===== src/rtl/regbank_write_arbiter_if.sv =====
// Bundle of requester, write-port, read-forwarding and status signals for regbank_write_arbiter.
// master = requesters/bank side, slave = the arbiter.
interface regbank_write_arbiter_if #(
    parameter int DATA_W = 64,
    parameter int ADDR_W = 5,
    parameter int CNT_W  = 16
);
    logic              req0_valid;
    logic [ADDR_W-1:0] req0_addr;
    logic [DATA_W-1:0] req0_data;
    logic              req0_ready;
    logic              req1_valid;
    logic [ADDR_W-1:0] req1_addr;
    logic [DATA_W-1:0] req1_data;
    logic              req1_ready;
    logic              wr_en;
    logic [ADDR_W-1:0] wr_addr;
    logic [DATA_W-1:0] wr_data;
    logic [ADDR_W-1:0] rd_addr1;
    logic [ADDR_W-1:0] rd_addr2;
    logic [DATA_W-1:0] bank_dout1;
    logic [DATA_W-1:0] bank_dout2;
    logic [DATA_W-1:0] rd_data1;
    logic [DATA_W-1:0] rd_data2;
    logic [CNT_W-1:0]  conflict_cnt;

    modport master (
        output req0_valid, req0_addr, req0_data,
        input  req0_ready,
        output req1_valid, req1_addr, req1_data,
        input  req1_ready,
        input  wr_en, wr_addr, wr_data,
        output rd_addr1, rd_addr2, bank_dout1, bank_dout2,
        input  rd_data1, rd_data2, conflict_cnt
    );

    modport slave (
        input  req0_valid, req0_addr, req0_data,
        output req0_ready,
        input  req1_valid, req1_addr, req1_data,
        output req1_ready,
        output wr_en, wr_addr, wr_data,
        input  rd_addr1, rd_addr2, bank_dout1, bank_dout2,
        output rd_data1, rd_data2, conflict_cnt
    );
endinterface


===== src/rtl/regbank_write_arbiter.sv =====
// Round-robin arbiter sharing the register-bank write port between ALU (req0) and load unit (req1),
// with a registered write stage, read forwarding and a saturating conflict counter.
// Optional macro REGBANK_ZERO_PROTECT_EN: accepted writes to register 0 are handshaken but discarded.
module regbank_write_arbiter #(
    parameter int DATA_W = 64,
    parameter int ADDR_W = 5,
    parameter int CNT_W  = 16
) (
    input  logic                   clk,
    input  logic                   rst,
    regbank_write_arbiter_if.slave bus
);
    logic              prio_q,    prio_d;
    logic              wr_en_q,   wr_en_d;
    logic [ADDR_W-1:0] wr_addr_q, wr_addr_d;
    logic [DATA_W-1:0] wr_data_q, wr_data_d;
    logic [CNT_W-1:0]  cnt_q,     cnt_d;

    logic              grant0;
    logic              grant1;
    logic              accept;
    logic              drop_write;
    logic [ADDR_W-1:0] gnt_addr;
    logic [DATA_W-1:0] gnt_data;

    always_comb begin
        grant0 = 1'b0;
        grant1 = 1'b0;
        if (!rst) begin
            if (bus.req0_valid && (!bus.req1_valid || !prio_q)) begin
                grant0 = 1'b1;
            end else if (bus.req1_valid) begin
                grant1 = 1'b1;
            end
        end
    end

    assign accept   = grant0 | grant1;
    assign gnt_addr = grant1 ? bus.req1_addr : bus.req0_addr;
    assign gnt_data = grant1 ? bus.req1_data : bus.req0_data;

`ifdef REGBANK_ZERO_PROTECT_EN
    assign drop_write = (gnt_addr == '0);
`else
    assign drop_write = 1'b0;
`endif

    always_comb begin
        prio_d    = prio_q;
        wr_en_d   = 1'b0;
        wr_addr_d = wr_addr_q;
        wr_data_d = wr_data_q;
        cnt_d     = cnt_q;
        if (accept) begin
            // The winner loses priority; a dropped zero-register write still counts as a turn.
            prio_d  = grant0;
            wr_en_d = !drop_write;
            if (!drop_write) begin
                wr_addr_d = gnt_addr;
                wr_data_d = gnt_data;
            end
        end
        if (bus.req0_valid && bus.req1_valid && (cnt_q != '1)) begin
            cnt_d = cnt_q + 1'b1;
        end
    end

    always_ff @(posedge clk) begin
        if (rst) begin
            prio_q    <= 1'b0;
            wr_en_q   <= 1'b0;
            wr_addr_q <= '0;
            wr_data_q <= '0;
            cnt_q     <= '0;
        end else begin
            prio_q    <= prio_d;
            wr_en_q   <= wr_en_d;
            wr_addr_q <= wr_addr_d;
            wr_data_q <= wr_data_d;
            cnt_q     <= cnt_d;
        end
    end

    assign bus.req0_ready   = grant0;
    assign bus.req1_ready   = grant1;
    assign bus.wr_en        = wr_en_q;
    assign bus.wr_addr      = wr_addr_q;
    assign bus.wr_data      = wr_data_q;
    assign bus.conflict_cnt = cnt_q;

    // Forwarding covers the cycle between write-port drive and bank commit.
    logic [ADDR_W-1:0] rd_addr_w [2];
    logic [DATA_W-1:0] dout_w    [2];
    logic [DATA_W-1:0] rd_data_w [2];
    logic              fwd_ok;

    assign rd_addr_w[0] = bus.rd_addr1;
    assign rd_addr_w[1] = bus.rd_addr2;
    assign dout_w[0]    = bus.bank_dout1;
    assign dout_w[1]    = bus.bank_dout2;

`ifdef REGBANK_ZERO_PROTECT_EN
    assign fwd_ok = wr_en_q && (wr_addr_q != '0);
`else
    assign fwd_ok = wr_en_q;
`endif

    generate
        for (genvar gi = 0; gi < 2; gi++) begin : g_fwd
            assign rd_data_w[gi] = (fwd_ok && (rd_addr_w[gi] == wr_addr_q)) ? wr_data_q : dout_w[gi];
        end
    endgenerate

    assign bus.rd_data1 = rd_data_w[0];
    assign bus.rd_data2 = rd_data_w[1];
endmodule

===== src/flat_wrapper.sv =====
// flat-port wrapper written by rule: the top's interface ports become plain ports
module regbank_write_arbiter_flat 
#(
    parameter int DATA_W = 64,
    parameter int ADDR_W = 5,
    parameter int CNT_W  = 16
)
  (clk, rst, bus_req0_valid, bus_req0_addr, bus_req0_data, bus_req0_ready, bus_req1_valid, bus_req1_addr, bus_req1_data, bus_req1_ready, bus_wr_en, bus_wr_addr, bus_wr_data, bus_rd_addr1, bus_rd_addr2, bus_bank_dout1, bus_bank_dout2, bus_rd_data1, bus_rd_data2, bus_conflict_cnt);
  regbank_write_arbiter_if #(.DATA_W(DATA_W), .ADDR_W(ADDR_W), .CNT_W(CNT_W)) bus_i ();
  input  logic clk;
  input  logic rst;
  input wire logic [$bits(bus_i.req0_valid)-1:0] bus_req0_valid;
  input wire logic [$bits(bus_i.req0_addr)-1:0] bus_req0_addr;
  input wire logic [$bits(bus_i.req0_data)-1:0] bus_req0_data;
  output wire logic [$bits(bus_i.req0_ready)-1:0] bus_req0_ready;
  input wire logic [$bits(bus_i.req1_valid)-1:0] bus_req1_valid;
  input wire logic [$bits(bus_i.req1_addr)-1:0] bus_req1_addr;
  input wire logic [$bits(bus_i.req1_data)-1:0] bus_req1_data;
  output wire logic [$bits(bus_i.req1_ready)-1:0] bus_req1_ready;
  output wire logic [$bits(bus_i.wr_en)-1:0] bus_wr_en;
  output wire logic [$bits(bus_i.wr_addr)-1:0] bus_wr_addr;
  output wire logic [$bits(bus_i.wr_data)-1:0] bus_wr_data;
  input wire logic [$bits(bus_i.rd_addr1)-1:0] bus_rd_addr1;
  input wire logic [$bits(bus_i.rd_addr2)-1:0] bus_rd_addr2;
  input wire logic [$bits(bus_i.bank_dout1)-1:0] bus_bank_dout1;
  input wire logic [$bits(bus_i.bank_dout2)-1:0] bus_bank_dout2;
  output wire logic [$bits(bus_i.rd_data1)-1:0] bus_rd_data1;
  output wire logic [$bits(bus_i.rd_data2)-1:0] bus_rd_data2;
  output wire logic [$bits(bus_i.conflict_cnt)-1:0] bus_conflict_cnt;
  assign bus_i.req0_valid = bus_req0_valid;
  assign bus_i.req0_addr = bus_req0_addr;
  assign bus_i.req0_data = bus_req0_data;
  assign bus_req0_ready = bus_i.req0_ready;
  assign bus_i.req1_valid = bus_req1_valid;
  assign bus_i.req1_addr = bus_req1_addr;
  assign bus_i.req1_data = bus_req1_data;
  assign bus_req1_ready = bus_i.req1_ready;
  assign bus_wr_en = bus_i.wr_en;
  assign bus_wr_addr = bus_i.wr_addr;
  assign bus_wr_data = bus_i.wr_data;
  assign bus_i.rd_addr1 = bus_rd_addr1;
  assign bus_i.rd_addr2 = bus_rd_addr2;
  assign bus_i.bank_dout1 = bus_bank_dout1;
  assign bus_i.bank_dout2 = bus_bank_dout2;
  assign bus_rd_data1 = bus_i.rd_data1;
  assign bus_rd_data2 = bus_i.rd_data2;
  assign bus_conflict_cnt = bus_i.conflict_cnt;
  regbank_write_arbiter #(.DATA_W(DATA_W), .ADDR_W(ADDR_W), .CNT_W(CNT_W)) u_core (.clk(clk), .rst(rst), .bus(bus_i));
endmodule

===== config.mk =====
export PLATFORM = sky130hd
export DESIGN_NAME = regbank_write_arbiter_flat
export DESIGN_NICKNAME = d
export VERILOG_FILES = /design/src/rtl/regbank_write_arbiter_if.sv /design/src/rtl/regbank_write_arbiter.sv /design/src/flat_wrapper.sv
export SDC_FILE = /design/constraint.sdc
export NUM_CORES = 1
export LEC_CHECK = 0
export ABC_AREA = 1
export CORE_AREA = 8 8 186 188
export CTS_CLUSTER_DIAMETER = 30
export DETAILED_ROUTE_END_ITERATION = 7
export DIE_AREA = 0 0 194 196
export HOLD_SLACK_MARGIN = 0.12
export SYNTH_ARGS = -nofsm -noshare
export SYNTH_HDL_FRONTEND = slang
export SYNTH_SLANG_ARGS = --single-unit

===== constraint.sdc =====
create_clock -name clk -period 2.55 [get_ports clk]
set_clock_uncertainty 0.15 [all_clocks]
set_input_delay 0.6375 -clock clk [delete_from_list [all_inputs] [get_ports clk]]
set_output_delay 0.6375 -clock clk [all_outputs]
set_load 0.01 [all_outputs]

==> impl_metrics.py, run 1 <==
metrics = {
    "logic_synthesis": {
        "syn_inst": 925,
        "ys_warn_count": 0,
        "synth-seq-cells": 87,
        "syn_area_per_cell_sq_um": 6.56,
        "yosysSeqAreaShare_pct": 28.7,
        "netlist_area_sq_um": 6070,
        "ys_types": 27,
        "syn_nets": 1206,
    },
    "timing": {
        "rsz0062_at_grt": "yes",
        "tightest_slew_ns": 0.768,
        "setup_tns_ns": -32.14,
        "fin_crit_sh_pct": 116,
        "hold_viol_final": 0,
        "slew_viol_final": 0,
        "fmax_mhz": 338,
        "setup_viol": 128,
        "min_period_ns": 2.96,
        "fin_ws_ns": -0.408,
        "max-slew-margin-rel_pct": 48.8,
    },
    "placement": {
        "dp.cells": 1815,
        "place.detailed.hpwl_um": 26800,
        "dp_slack_ns": -0.958,
        "port_buffers": 495,
        "place.gp.congestion": 0.866,
        "placement.cell_area_sq_um": 11500,
    },
    "run_status": {
        "violations": "setup timing",
        "status": "finished, violations left",
    },
    "worst_setup_path": {
        "crit_type": "primary input to output pin",
        "worst_ep_arrival_time_ns": 2.17,
        "cp-start-kind": "primary input",
        "cp-end-kind": "output pin",
        "worst-path-max-fanout": 8,
        "cp.required_ns": 1.76,
    },
    "power": {
        "leakage_uw": 0.00547,
        "powerDensity_nw_per_um2": 366,
        "power_uw": 4790,
        "irDropWorstVdd_mv": 0.271,
    },
    "cells_and_area": {
        "fin_area_sq_um": 13100,
        "fill_cells": 3230,
        "fin_cells": 1890,
        "layout-drive-gt1-share_pct": 34.8,
        "final_nets": 1757,
        "syn_to_final_growth_pct": 116,
    },
    "detailed_routing": {
        "viasPerCell": 4.46,
        "dr.first_iter.drc_count": 425,
        "vias": 8431,
        "drt-total-wl_um": 37400,
        "route.detailed.drc": 0,
        "drtAntennaViolNets": 0,
        "wl_per_cell_um": 19.8,
        "firstDrtPassIters": 5,
    },
    "floorplan": {
        "die-area_sq_um": 38000,
        "rows": 66,
        "initial_core_util_pct": 19.0,
        "core_sq_um": 31900,
        "fp.dieH_um": 196,
        "die_w_um": 194,
        "ios": 496,
    },
    "clock_network": {
        "cts_sinks": 87,
        "hold_buffers": 0,
        "clockBufferDepth": 2,
        "clock_latency_ns": 0.34,
        "h-tree-depth": 3,
        "clk_pin_slew_worst_paths_ns": 0.06,
        "cts_buffers": 9,
        "cts_tree": "done",
        "root_buffer": "clkbuf_16",
    },
    "grt": {
        "grt_pass1_vias": 8652,
        "grt_pass1_wl_um": 54800,
        "grt_max_degree": 70,
        "grt-ovfl-total": 0,
        "grt_use_total_pct": 18.6,
        "antenna_found_initial": 2,
    },
    "run": {
        "cap_violations": 0,
    },
    "min_path": {
        "hp-class": "flop to flop",
    },
}
synth_stat cells:
master    instances  share of area [%]
o22ai_1           2               0.21
o21ai_0          66                5.4
nor2_2            5               0.52
nand3b_1          2               0.25
buf_8             1               0.25
nand2_1         328                 20
clkbuf_1         14               0.87
nand4_4           1               0.35
nor2_1           45                2.8
buf_6            28                5.2
dfxtp_1          87                 29
ha_1              1               0.21
o21bai_1          1               0.12
buf_2            17                1.4
nand2_2           2               0.21
inv_1            80                4.9
inv_2             2               0.12
nand3_2           3               0.49
nand3_1          16                1.3
buf_4             5               0.62
o21ai_1          42                3.5
a21oi_2           2               0.29
a21oi_1           9               0.74
o21ai_2          93                 13
a31oi_1          69                7.1
clkbuf_8          2               0.45
or2_0             2               0.21
worst max-delay path, stage by stage:
cell and delay, ns:
buf_6 0.09, or2_1 0.21, a21oi_2 0.18, nand3_4 0.14
buf_12 0.17, buf_12 0.12, buf_6 0.11, buf_12 0.13
buf_6 0.11, o21ai_1 0.11, buf_2 0.15
cell families (layout without fill, tap and decap cells):
| family | count (synthesis) | in the layout | synth area share (%) |
|---|---|---|---|
| and+or+nand+nor | 404 | 404 | 26.4 |
| AOI/OAI and AO/OA | 284 | 284 | 30.8 |
| buffers and inverters | 149 | 705 | 13.9 |
| DFF | 87 | 87 | 28.7 |
| adders and majority gates | 1 | 1 | 0.206 |
| other | 0 | 1 | 0 |
routing by layer:
layer	vias to the layer above	track usage, %	part of all wire [%]
li1	4157	-	-
met4	2	4.67	2.1
met3	54	4.99	7.0
met5	-	0	0.032
met2	332	33.2	51
met1	3886	21.7	40
flip-flops by register name, indices dropped and copies added (netlist names):
register / flops
u_core.bus.conflict_cnt: 16
u_core.bus.wr_en: 1
u_core.bus.wr_addr: 5
u_core.prio_q: 1
u_core.bus.wr_data: 64
path summary, 6_finish.rpt:
check / startpoint / to / slack (ns) / cells past startpoint
setup / recovery: bus_rd_addr2[3] / bus_rd_data2[20] / -0.41 / 11
hold / removal: u_core.bus.conflict_cnt[1] / u_core.bus.conflict_cnt[1] / 0.38 / 2
setup reg to reg: u_core.prio_q / u_core.bus.wr_data[15] / 0.76 / 8
hold reg to reg: u_core.bus.conflict_cnt[1] / u_core.bus.conflict_cnt[1] / 0.38 / 2
area by class of cell:
type	instances	area (sq um)	area share (%)
Antenna cell	1	2.50	0.0191
Clock buffer	9	225	1.72
Clock inverter	7	71.3	0.544
Inverter	82	308	2.35
Multi-Input combinational cell	689	4190	32.0
Sequential cell	87	1750	13.3
Tap cell	408	510	3.89
Timing Repair Buffer	607	6050	46.2
where the power goes:
part / internal, uW / switching (uW) / leakage (uW)
combinational: 982 / 850 / 0.00460
sequential: 1470 / 101 / 0.000719
clock: 766 / 627 / 0.000150
total: 3220 / 1580 / 0.00547
what timing repair did:
action	4_1_cts	5_1_grt
endpoints found under the setup margin	130	130
buffers inserted	35	14
gates cloned	16	2
resized for setup	696	179
pin swaps	19	25
stage by stage:
step | hold slack (ns) | util (%)
final | 0.376 | 41.1
after global routing | 0.418 | 41.1
after CTS | 0.375 | 39.7
after detailed placement | 0.366 | 36.2
after global placement | 0.358 | 36.2
after floorplan | 0.346 | -
placed cells by master, fill, tap and decap left out, types with 2 or more instances in the layout:
cell	netlist	routed
buf_2	17	113
nand3_4	0	3
clkbuf_2	0	4
nand2_2	2	67
dlygate4sd2_1	0	5
o21ai_2	93	113
inv_6	0	2
a31oi_1	69	69
inv_1	80	78
nand2_1	328	221
a21oi_1	9	8
or2_1	0	2
o21ai_1	42	13
dfxtp_2	0	3
buf_16	0	15
o21ai_4	0	10
clkdlybuf4s50_1	0	354
clkinv_2	0	3
nor2_1	45	42
clkbuf_16	0	11
a21oi_2	2	3
buf_12	0	18
nand3_1	16	16
dfxtp_1	87	84
clkdlybuf4s15_1	0	3
buf_8	1	21
nor2_2	5	8
o22ai_1	2	2
inv_2	2	4
o21ai_0	66	65
buf_6	28	45
nand3b_1	2	2
buf_4	5	26
nand2_4	0	41
Note: power is estimated with default switching activity, not from simulation.
==> run 2: changes to the inputs <==
--- a/config.mk
+++ b/config.mk
@@ -10,6 +10,7 @@
 export CTS_CLUSTER_DIAMETER = 30
 export DETAILED_ROUTE_END_ITERATION = 7
 export DIE_AREA = 0 0 194 196
+export GPL_TIMING_DRIVEN = 0
 export HOLD_SLACK_MARGIN = 0.12
 export SYNTH_ARGS = -nofsm -noshare
 export SYNTH_HDL_FRONTEND = slang
==> constraint.sdc (replaced) <==
create_clock -name clk -period 2.97 [get_ports clk]
set_clock_uncertainty 0.15 [all_clocks]
set_input_delay 0.7425 -clock clk [delete_from_list [all_inputs] [get_ports clk]]
set_output_delay 0.7425 -clock clk [all_outputs]
set_load 0.01 [all_outputs]
==> impl_metrics.py, run 2 (synthesized netlist as in run 1, its figures left out) <==
metrics = {
    "run_status": {
        "status": "finished, violations left",
        "violations": "setup timing",
    },
    "cells_and_area": {
        "antenna_cells": 0,
        "final_nets": 1749,
        "fin_area_sq_um": 12500,
        "syn_to_final_growth_pct": 107,
        "utilization_pct": 39.3,
        "final_common_cell": "clkdlybuf4s50_1",
        "largest_reg_flops": 64,
        "layout-drive-gt1-share_pct": 28.9,
        "fill_cells": 3337,
        "mostFrequentLayoutCells": "clkdlybuf4s50_1 (354), nand2_1 (278), buf_2 (129), o21ai_2 (105), dfxtp_1 (87)",
        "multi_input_area_sq_um": 3920,
        "seq_area_sq_um": 1740,
    },
    "timing": {
        "hold_viol_final": 0,
        "holdWs_ns": 0.376,
        "rsz0062_at_grt": "yes",
        "min_period_ns": 3.08,
        "max-slew-margin-rel_pct": 61.1,
        "setup_viol": 36,
        "setup_tns_ns": -0.829,
        "fin_crit_sh_pct": 104,
        "slew_viol_final": 0,
        "fmax_mhz": 324,
        "fin_ws_ns": -0.113,
        "tightest_slew_ns": 0.583,
    },
    "detailed_routing": {
        "drt-total-wl_um": 39700,
        "route.detailed.drc": 0,
        "vias": 8470,
        "dr.first_iter.drc_count": 473,
        "firstDrtPassIters": 5,
        "viasPerCell": 4.50,
        "wl_per_cell_um": 21.1,
        "drtAntennaViolNets": 0,
    },
    "clock_network": {
        "cts_buffers": 9,
        "root_buffer": "clkbuf_16",
        "cts_sinks": 87,
        "cts_tree": "done",
        "clk_pin_slew_worst_paths_ns": 0.08,
        "hold_buffers": 0,
        "h-tree-depth": 3,
        "clockBufferDepth": 2,
        "clock_latency_ns": 0.35,
    },
    "worst_setup_path": {
        "crit_buf_inv": 6,
        "worst_ep_arrival_time_ns": 2.19,
        "cp-end-kind": "output pin",
        "crit_type": "primary input to output pin",
        "cp.required_ns": 2.08,
        "slowest_delay_ns": 0.23,
        "critPathSlowestCell": "or2_1",
        "worst-path-max-fanout": 5,
        "crit_chain": "buf_6 > or2_1 > a21oi_2 > nand3_4 > buf_12 > buf_12 > buf_8 > buf_6 > nand2_4 > o21ai_2 > buf_2",
        "cp_top_family": "buffers and inverters",
        "cp-start-kind": "primary input",
    },
    "run": {
        "cap_violations": 0,
    },
    "grt": {
        "grt_pass1_vias": 8595,
        "grt_pass1_wl_um": 56200,
        "antenna_found_initial": 1,
        "grt_max_degree": 19,
        "grt_use_total_pct": 19.3,
        "grt-ovfl-total": 0,
    },
    "floorplan": {
        "core_sq_um": 31900,
        "ios": 496,
        "fp.dieH_um": 196,
        "die-area_sq_um": 38000,
        "die_w_um": 194,
        "initial_core_util_pct": 19.0,
        "rows": 66,
    },
    "min_path": {
        "hp-class": "flop to flop",
    },
    "power": {
        "powerDensity_nw_per_um2": 324,
        "leakage_uw": 0.00531,
        "sw_frac_of_total_pct": 34.4,
        "p_switching_uw": 1400,
        "power.share.sequential_pct": 33.4,
        "combPwrFrac_pct": 37.5,
        "p_int_uw": 2660,
        "irDropWorstVdd_mv": 0.267,
        "clockPowerShare_pct": 29.1,
    },
    "placement": {
        "dp_slack_ns": -1.01,
        "placement.cell_area_sq_um": 11500,
        "port_buffers": 495,
        "place.gp.congestion": 0.910,
        "place.detailed.hpwl_um": 30100,
    },
}
==> run 2: cell count changes in the layout (fill, tap and decap cells not counted), moves of 10 or more <==
cell / delta
nand2_1: +57
nand2_2: -34
nand2_4: -22
buf_2: +16
buf_6: -16
clkbuf_1: +14
buf_8: -13
buf_4: -12
buf_16: -11
buf_12: +10
==> run 2: timing repair <==
action                                  CTS  global route
cloned                                   11             8
pin swaps                                12            24
endpoints found under the setup margin  130           129
buffers inserted                         24            12
resized for setup                       659           106
==> run 2: path summary, 6_finish.rpt <==
path	slack, ns	endpoint	start	cells after the start
worst min-delay path	0.38	u_core.bus.conflict_cnt[1]	u_core.bus.conflict_cnt[1]	2
worst min register to register	0.38	u_core.bus.conflict_cnt[1]	u_core.bus.conflict_cnt[1]	2
worst max register to register	1.04	u_core.bus.wr_data[61]	u_core.prio_q	8
worst max-delay path	-0.11	bus_rd_data1[19]	bus_rd_addr1[3]	11
==> run 2: worst register-to-register path, cell delays in order, from the launching register on <==
cell	delay [ns]
dfxtp_1	0.35
inv_1	0.05
nand2_1	0.09
nand3_4	0.19
buf_4	0.21
nand2_2	0.11
clkbuf_1	0.37
o21ai_0	0.18
a31oi_1	0.16
==> run 2: power groups by stage <==
stage / clock network, uW / logic (uW) / registers (uW)
after CTS: 1230 / 1470 / 1350
after global routing: 1270 / 1640 / 1370
final: 1180 / 1520 / 1350
after detailed placement: 0 / 1490 / 1380
after floorplan: 0 / 513 / 1390
after global placement: 0 / 1490 / 1380
==> run 2: layout make-up <==
cell class | count | share of cell area [%]
plain buffers | 59 | 4.68
repair buffers | 540 | 41.2
multi-input cells | 689 | 31.2
clock inverters | 7 | 0.549
clock buffers | 9 | 1.80
inverters | 82 | 2.55
flip-flops and latches | 87 | 13.9
well taps | 408 | 4.07
==> run 2: layer usage <==
layer | vias to the layer above | part of all wire, % | global-route usage (%)
met5 | - | 0.033 | 0
met4 | 2 | 1.5 | 3.76
met3 | 31 | 6.3 | 4.28
met2 | 341 | 51 | 35.2
met1 | 3969 | 41 | 23.0
li1 | 4127 | - | -
==> run 2: through the flow <==
stage               total power (uW)  instances
global placement                2860       1828
global route                    4280       1881
floorplan                       1900        925
CTS                             4060       1877
finish                          4060       1881
detailed placement              2870       1828
